<file path="src/rtl/rv0_fwb.sv">
`default_nettype none
// ============================================================================
// Module  : rv0_fwb
// Purpose : FP writeback arbiter (FPU vs LSU FP-load) with a pending-register
//           scoreboard that stalls FP issue on RAW/WAW hazards. Optional
//           macro RV0_FWB_BYPASS_EN enables FRF write-through hazard relief.
// Revision: 1.0 - initial release
// ============================================================================
module rv0_fwb #(
    parameter int FLEN    = 64,
    parameter int AGE_MAX = 3
) (
    input  logic            clk,
    input  logic            rst,
    input  logic            iss_vld_i,
    input  logic [4:0]      iss_rd_i,
    input  logic [14:0]     iss_rs_i,
    input  logic [2:0]      iss_rs_use_i,
    output logic            iss_stall_o,
    input  logic            fpu_vld_i,
    output logic            fpu_rdy_o,
    input  logic [4:0]      fpu_rd_i,
    input  logic [FLEN-1:0] fpu_data_i,
    input  logic [4:0]      fpu_fflags_i,
    input  logic            lsu_vld_i,
    output logic            lsu_rdy_o,
    input  logic [4:0]      lsu_rd_i,
    input  logic [FLEN-1:0] lsu_data_i,
    output logic            frf_we_o,
    output logic [4:0]      frf_waddr_o,
    output logic [FLEN-1:0] frf_wdata_o,
    output logic            fflags_vld_o,
    output logic [4:0]      fflags_o,
    output logic [31:0]     busy_o
);

    logic [2:0]      r_age;
    logic            r_frf_we;
    logic [4:0]      r_frf_waddr;
    logic [FLEN-1:0] r_frf_wdata;
    logic            r_fflags_vld;
    logic [4:0]      r_fflags;
    logic [31:0]     r_busy;

    logic            w_age_full;
    logic            w_fpu_gnt;
    logic            w_lsu_gnt;
    logic [31:0]     w_wr_mask;
    logic [31:0]     w_set_mask;
    logic [31:0]     w_busy_eff;
    logic            w_hit;
    logic            w_stall;

    // LSU has priority unless the FPU has been starved AGE_MAX cycles in a row.
    assign w_age_full = (r_age == 3'(AGE_MAX));
    assign w_fpu_gnt  = fpu_vld_i && (!lsu_vld_i || w_age_full);
    assign w_lsu_gnt  = lsu_vld_i && !w_fpu_gnt;

    always_ff @(posedge clk) begin
        if (rst) begin
            r_age <= 3'd0;
        end else if (!fpu_vld_i || w_fpu_gnt) begin
            r_age <= 3'd0;
        end else begin
            r_age <= r_age + 3'd1;
        end
    end

    always_ff @(posedge clk) begin
        if (rst) begin
            r_frf_we     <= 1'b0;
            r_frf_waddr  <= 5'd0;
            r_frf_wdata  <= '0;
            r_fflags_vld <= 1'b0;
            r_fflags     <= 5'd0;
        end else begin
            r_frf_we     <= w_fpu_gnt || w_lsu_gnt;
            r_fflags_vld <= w_fpu_gnt;
            r_fflags     <= w_fpu_gnt ? fpu_fflags_i : 5'd0;
            if (w_fpu_gnt) begin
                r_frf_waddr <= fpu_rd_i;
                r_frf_wdata <= fpu_data_i;
            end else if (w_lsu_gnt) begin
                r_frf_waddr <= lsu_rd_i;
                r_frf_wdata <= lsu_data_i;
            end
        end
    end

    assign w_wr_mask = r_frf_we ? (32'd1 << r_frf_waddr) : 32'd0;

`ifdef RV0_FWB_BYPASS_EN
    // The register being written this cycle is readable via FRF write-through.
    assign w_busy_eff = r_busy & ~w_wr_mask;
`else
    assign w_busy_eff = r_busy;
`endif

    always_comb begin
        w_hit = w_busy_eff[iss_rd_i];
        for (int k = 0; k < 3; k++) begin
            if (iss_rs_use_i[k] && w_busy_eff[iss_rs_i[5*k +: 5]]) begin
                w_hit = 1'b1;
            end
        end
        w_stall = iss_vld_i && w_hit;
    end

    assign w_set_mask = (iss_vld_i && !w_stall) ? (32'd1 << iss_rd_i) : 32'd0;

    // Clear first, then set, so a same-cycle set of the written rd survives.
    always_ff @(posedge clk) begin
        if (rst) begin
            r_busy <= 32'd0;
        end else begin
            r_busy <= (r_busy & ~w_wr_mask) | w_set_mask;
        end
    end

    assign iss_stall_o  = w_stall;
    assign fpu_rdy_o    = w_fpu_gnt;
    assign lsu_rdy_o    = w_lsu_gnt;
    assign frf_we_o     = r_frf_we;
    assign frf_waddr_o  = r_frf_waddr;
    assign frf_wdata_o  = r_frf_wdata;
    assign fflags_vld_o = r_fflags_vld;
    assign fflags_o     = r_fflags;
    assign busy_o       = r_busy;

endmodule
`default_nettype wire

</file>
<file path="config.mk">
export PLATFORM = sky130hd
export DESIGN_NAME = rv0_fwb
export DESIGN_NICKNAME = d
export VERILOG_FILES = /design/src/rtl/rv0_fwb.sv
export SDC_FILE = /design/constraint.sdc
export NUM_CORES = 1
export LEC_CHECK = 0
export CORE_MARGIN = 5
export CORE_UTILIZATION = 37
export CTS_CLUSTER_SIZE = 40
export DETAILED_ROUTE_END_ITERATION = 16
export PLACE_DENSITY = 0.77
export SLEW_MARGIN = 20
export SYNTH_ARGS = -nofsm -noshare
export SYNTH_HDL_FRONTEND = slang
export SYNTH_SLANG_ARGS = --single-unit
</file>
<file path="constraint.sdc">
create_clock -name clk -period 2.39 [get_ports clk]
set_input_delay 0.3585 -clock clk [delete_from_list [all_inputs] [get_ports clk]]
set_output_delay 0.3585 -clock clk [all_outputs]
set_load 0.02 [all_outputs]
</file>
==> metrics.txt <==
post-synth net total 780; DRT Pass-1 Iters 5; drt wl/cell around 20 µm; cell count after synthesis around 600; failing checks negative setup slack; synthesis-to-layout area growth 68.5%; Setup violations, final 1; clk_lat worst skew ~0.35 ns; final worst slack -0.230 ns; GRT overflow 0; commonest non-fill, non-tap cell in the layout clkdlybuf4s50_1; WP data arrival about 2.3 ns; GRT Total Usage ~24%; Leak Pwr between 3 and 4 nW; Post-Syn Area per Cell roughly 9.4 µm²; CTS tree done; Routed Antenna Nets 0; clock buffer depth 2; Vias per Instance between 5 and 6; Final Max Tran Viols 0; Worst Max-Slew Pin Slew between 0.5 and 0.6 ns; CTS Root Cell clkbuf_16; initial antenna violation count 4; DRT Wirelength ~23 mm; DP HPWL about 18 mm; Synth cell types 44; core area approximately 15000 µm²; port buffer count 281; placed cells 1118; CTS H-tree depth 3; Finished Core Util a little under two thirds; Num Clock Sinks ~110; pwr dens 489 nW/µm²; Critical Path RT around 2.0 ns; worst vdd ir approximately 0.36 mV; Mapped Area around 5700 µm²; number of remaining DRC errors 0; nets around 1100; Die Y 134 µm; vias in the first global route roughly 6100; crit start category flip-flop; unrepaired setup endpoints after global routing true; fin crit period ~2.6 ns; outcome complete, but fails checks; clock-pin slew on the worst setup and hold paths around 0.070 ns; f_max around 380 MHz; final hold vios 0; Final Cycle Share 110%; DR vias approximately 6200; layout cell share with drive strength beyond 1 ~16%; Initial Utilization between 30% and 40%; Post-Route Skew between 0.005 and 0.006 ns; largest net degree at the start of global routing 71; most frequent cells in the layout clkdlybuf4s50_1, dfxtp_1, nand2_1; DR iter-0 viols just under 400; Worst slew margin 62.0%; Crit Path Category reg2out; row count between 40 and 50; routability cong. between 0.9 and 1; Maximum Capacitance Violations 0; # IOs 282; synthesized flop and latch total approximately 110; CTS Buf Count 9; Hold Crit Class reg2reg; die footprint approximately 18000 µm²; Seq/Total Area, Yosys approximately 39%; YS warnings 0; CP max FO 2; Chip Width 134 µm; Post-Layout Cell Count around 1100; first-pass GRT wire length between 30 and 40 mm; endpoint type of the worst setup path output pin; total power approximately 0.0047 W; FILL cells approximately 1300
-- stage by stage --
| step | instance area, µm² | setup slack (ns) | hold slack, ns | TNS (ns) |
|---|---|---|---|---|
| 4_1_cts | 9600 | -0.231 | 0.432 | -0.231 |
| 5_1_grt | 9630 | -0.311 | 0.454 | -0.433 |
| 3_5_place_dp | 9280 | -0.991 | 0.421 | -19.80 |
| 3_3_place_gp | 9280 | -0.963 | 0.409 | -18.50 |
| 6_report | 9640 | -0.230 | 0.428 | -0.230 |
| 2_1_floorplan | 5720 | -0.0797 | 0.399 | -0.0797 |
-- area by class of cell --
| class | instances | area (µm²) | share of cell area [%] |
|---|---|---|---|
| flip-flops and latches | 111 | 2220 | 23.1 |
| well taps | 188 | 235 | 2.44 |
| inverters | 10 | 37.5 | 0.390 |
| multi-input cells | 438 | 3290 | 34.1 |
| clock buffers | 10 | 239 | 2.48 |
| diodes | 5 | 12.5 | 0.130 |
| clock inverters | 6 | 67.6 | 0.701 |
| repair buffers | 371 | 3530 | 36.6 |
-- synthesized netlist by cell type (all sizes together) --
cell / count / area [µm²]
dfxtp: 111 / 2220
nand2: 94 / 353
mux2i: 84 / 841
o21ai: 72 / 360
clkbuf: 32 / 120
o31ai: 31 / 233
nand3: 28 / 140
mux4: 23 / 544
nor2: 18 / 67.6
buf: 16 / 101
inv: 10 / 37.5
o211ai: 10 / 88.8
mux2: 8 / 90.1
o311ai: 8 / 70.1
nand2b: 7 / 43.8
nor2b: 7 / 43.8
and2: 6 / 37.5
nand3b: 6 / 45.0
nor3: 6 / 30.0
a22oi: 4 / 30.0
nand4: 4 / 25.0
a221oi: 3 / 26.3
a21oi: 2 / 10.0
ha: 2 / 25.0
o221ai: 2 / 17.5
o22ai: 2 / 12.5
or2: 2 / 12.5
a31o: 1 / 8.76
a32oi: 1 / 16.3
a41o: 1 / 10.0
nand4b: 1 / 8.76
o2111ai: 1 / 15.0
o22a: 1 / 8.76
o31a: 1 / 8.76
o32ai: 1 / 8.76
or3: 1 / 6.26
-- routing by layer --
| layer | part of all wire (%) | GRT usage, % | up-vias |
|---|---|---|---|
| met5 | 0 | 0 | - |
| met4 | 3.4 | 9.79 | 0 |
| met3 | 11 | 9.94 | 48 |
| met2 | 49 | 41.1 | 316 |
| met1 | 37 | 27.7 | 2900 |
| li1 | - | - | 2905 |
-- power breakdown --
group | total (W) | leakage [nW] | switching [W] | internal (W)
clock | 0.00156 | 0.145 | 0.000716 | 0.000847
combinational | 0.00114 | 2.88 | 0.000530 | 0.000612
sequential | 0.00201 | 0.913 | 0.0000604 | 0.00195
-- sequential cells by signal, indices dropped and copies added, names as in the netlist --
name / count
frf_we_o: 1
fflags_vld_o: 1
frf_waddr_o: 5
frf_wdata_o: 64
r_age: 3
fflags_o: 5
busy_o: 32
-- what timing repair did --
action / in CTS / in global routing
setup endpoints to repair: 34 / 9
pin swaps: 6 / 0
endpoints found under the hold margin: 0 / 0
resized for setup: 28 / 5
setup buffers: 1 / 0
hold buffers: 0 / 0
-- critical path, stage by stage, from the launching register on --
cell	delay (ns)
dfxtp_1	0.33
mux4_2	0.45
mux2_2	0.28
o31a_1	0.25
a32oi_2	0.22
o211ai_4	0.11
and2_4	0.15
buf_6	0.12
-- path summary, 6_finish.rpt --
kind            endpoint  slack, ns       from  cells past startpoint
min             r_age[0]       0.43   r_age[0]                      1
max reg2reg   busy_o[11]       0.05  busy_o[5]                      7
max          iss_stall_o      -0.23  busy_o[5]                      7
min reg2reg     r_age[0]       0.43   r_age[0]                      1
-- cell families after synthesis --
| logic type | after synthesis | share of synthesized area (%) |
|---|---|---|
| buf+inv | 58 | 4.53 |
| fa+ha+maj | 2 | 0.437 |
| compound gates | 141 | 16.2 |
| simple gates | 180 | 14.2 |
| mux | 115 | 25.8 |
| flops | 111 | 38.9 |
Note: power is estimated with default switching activity, not from simulation.
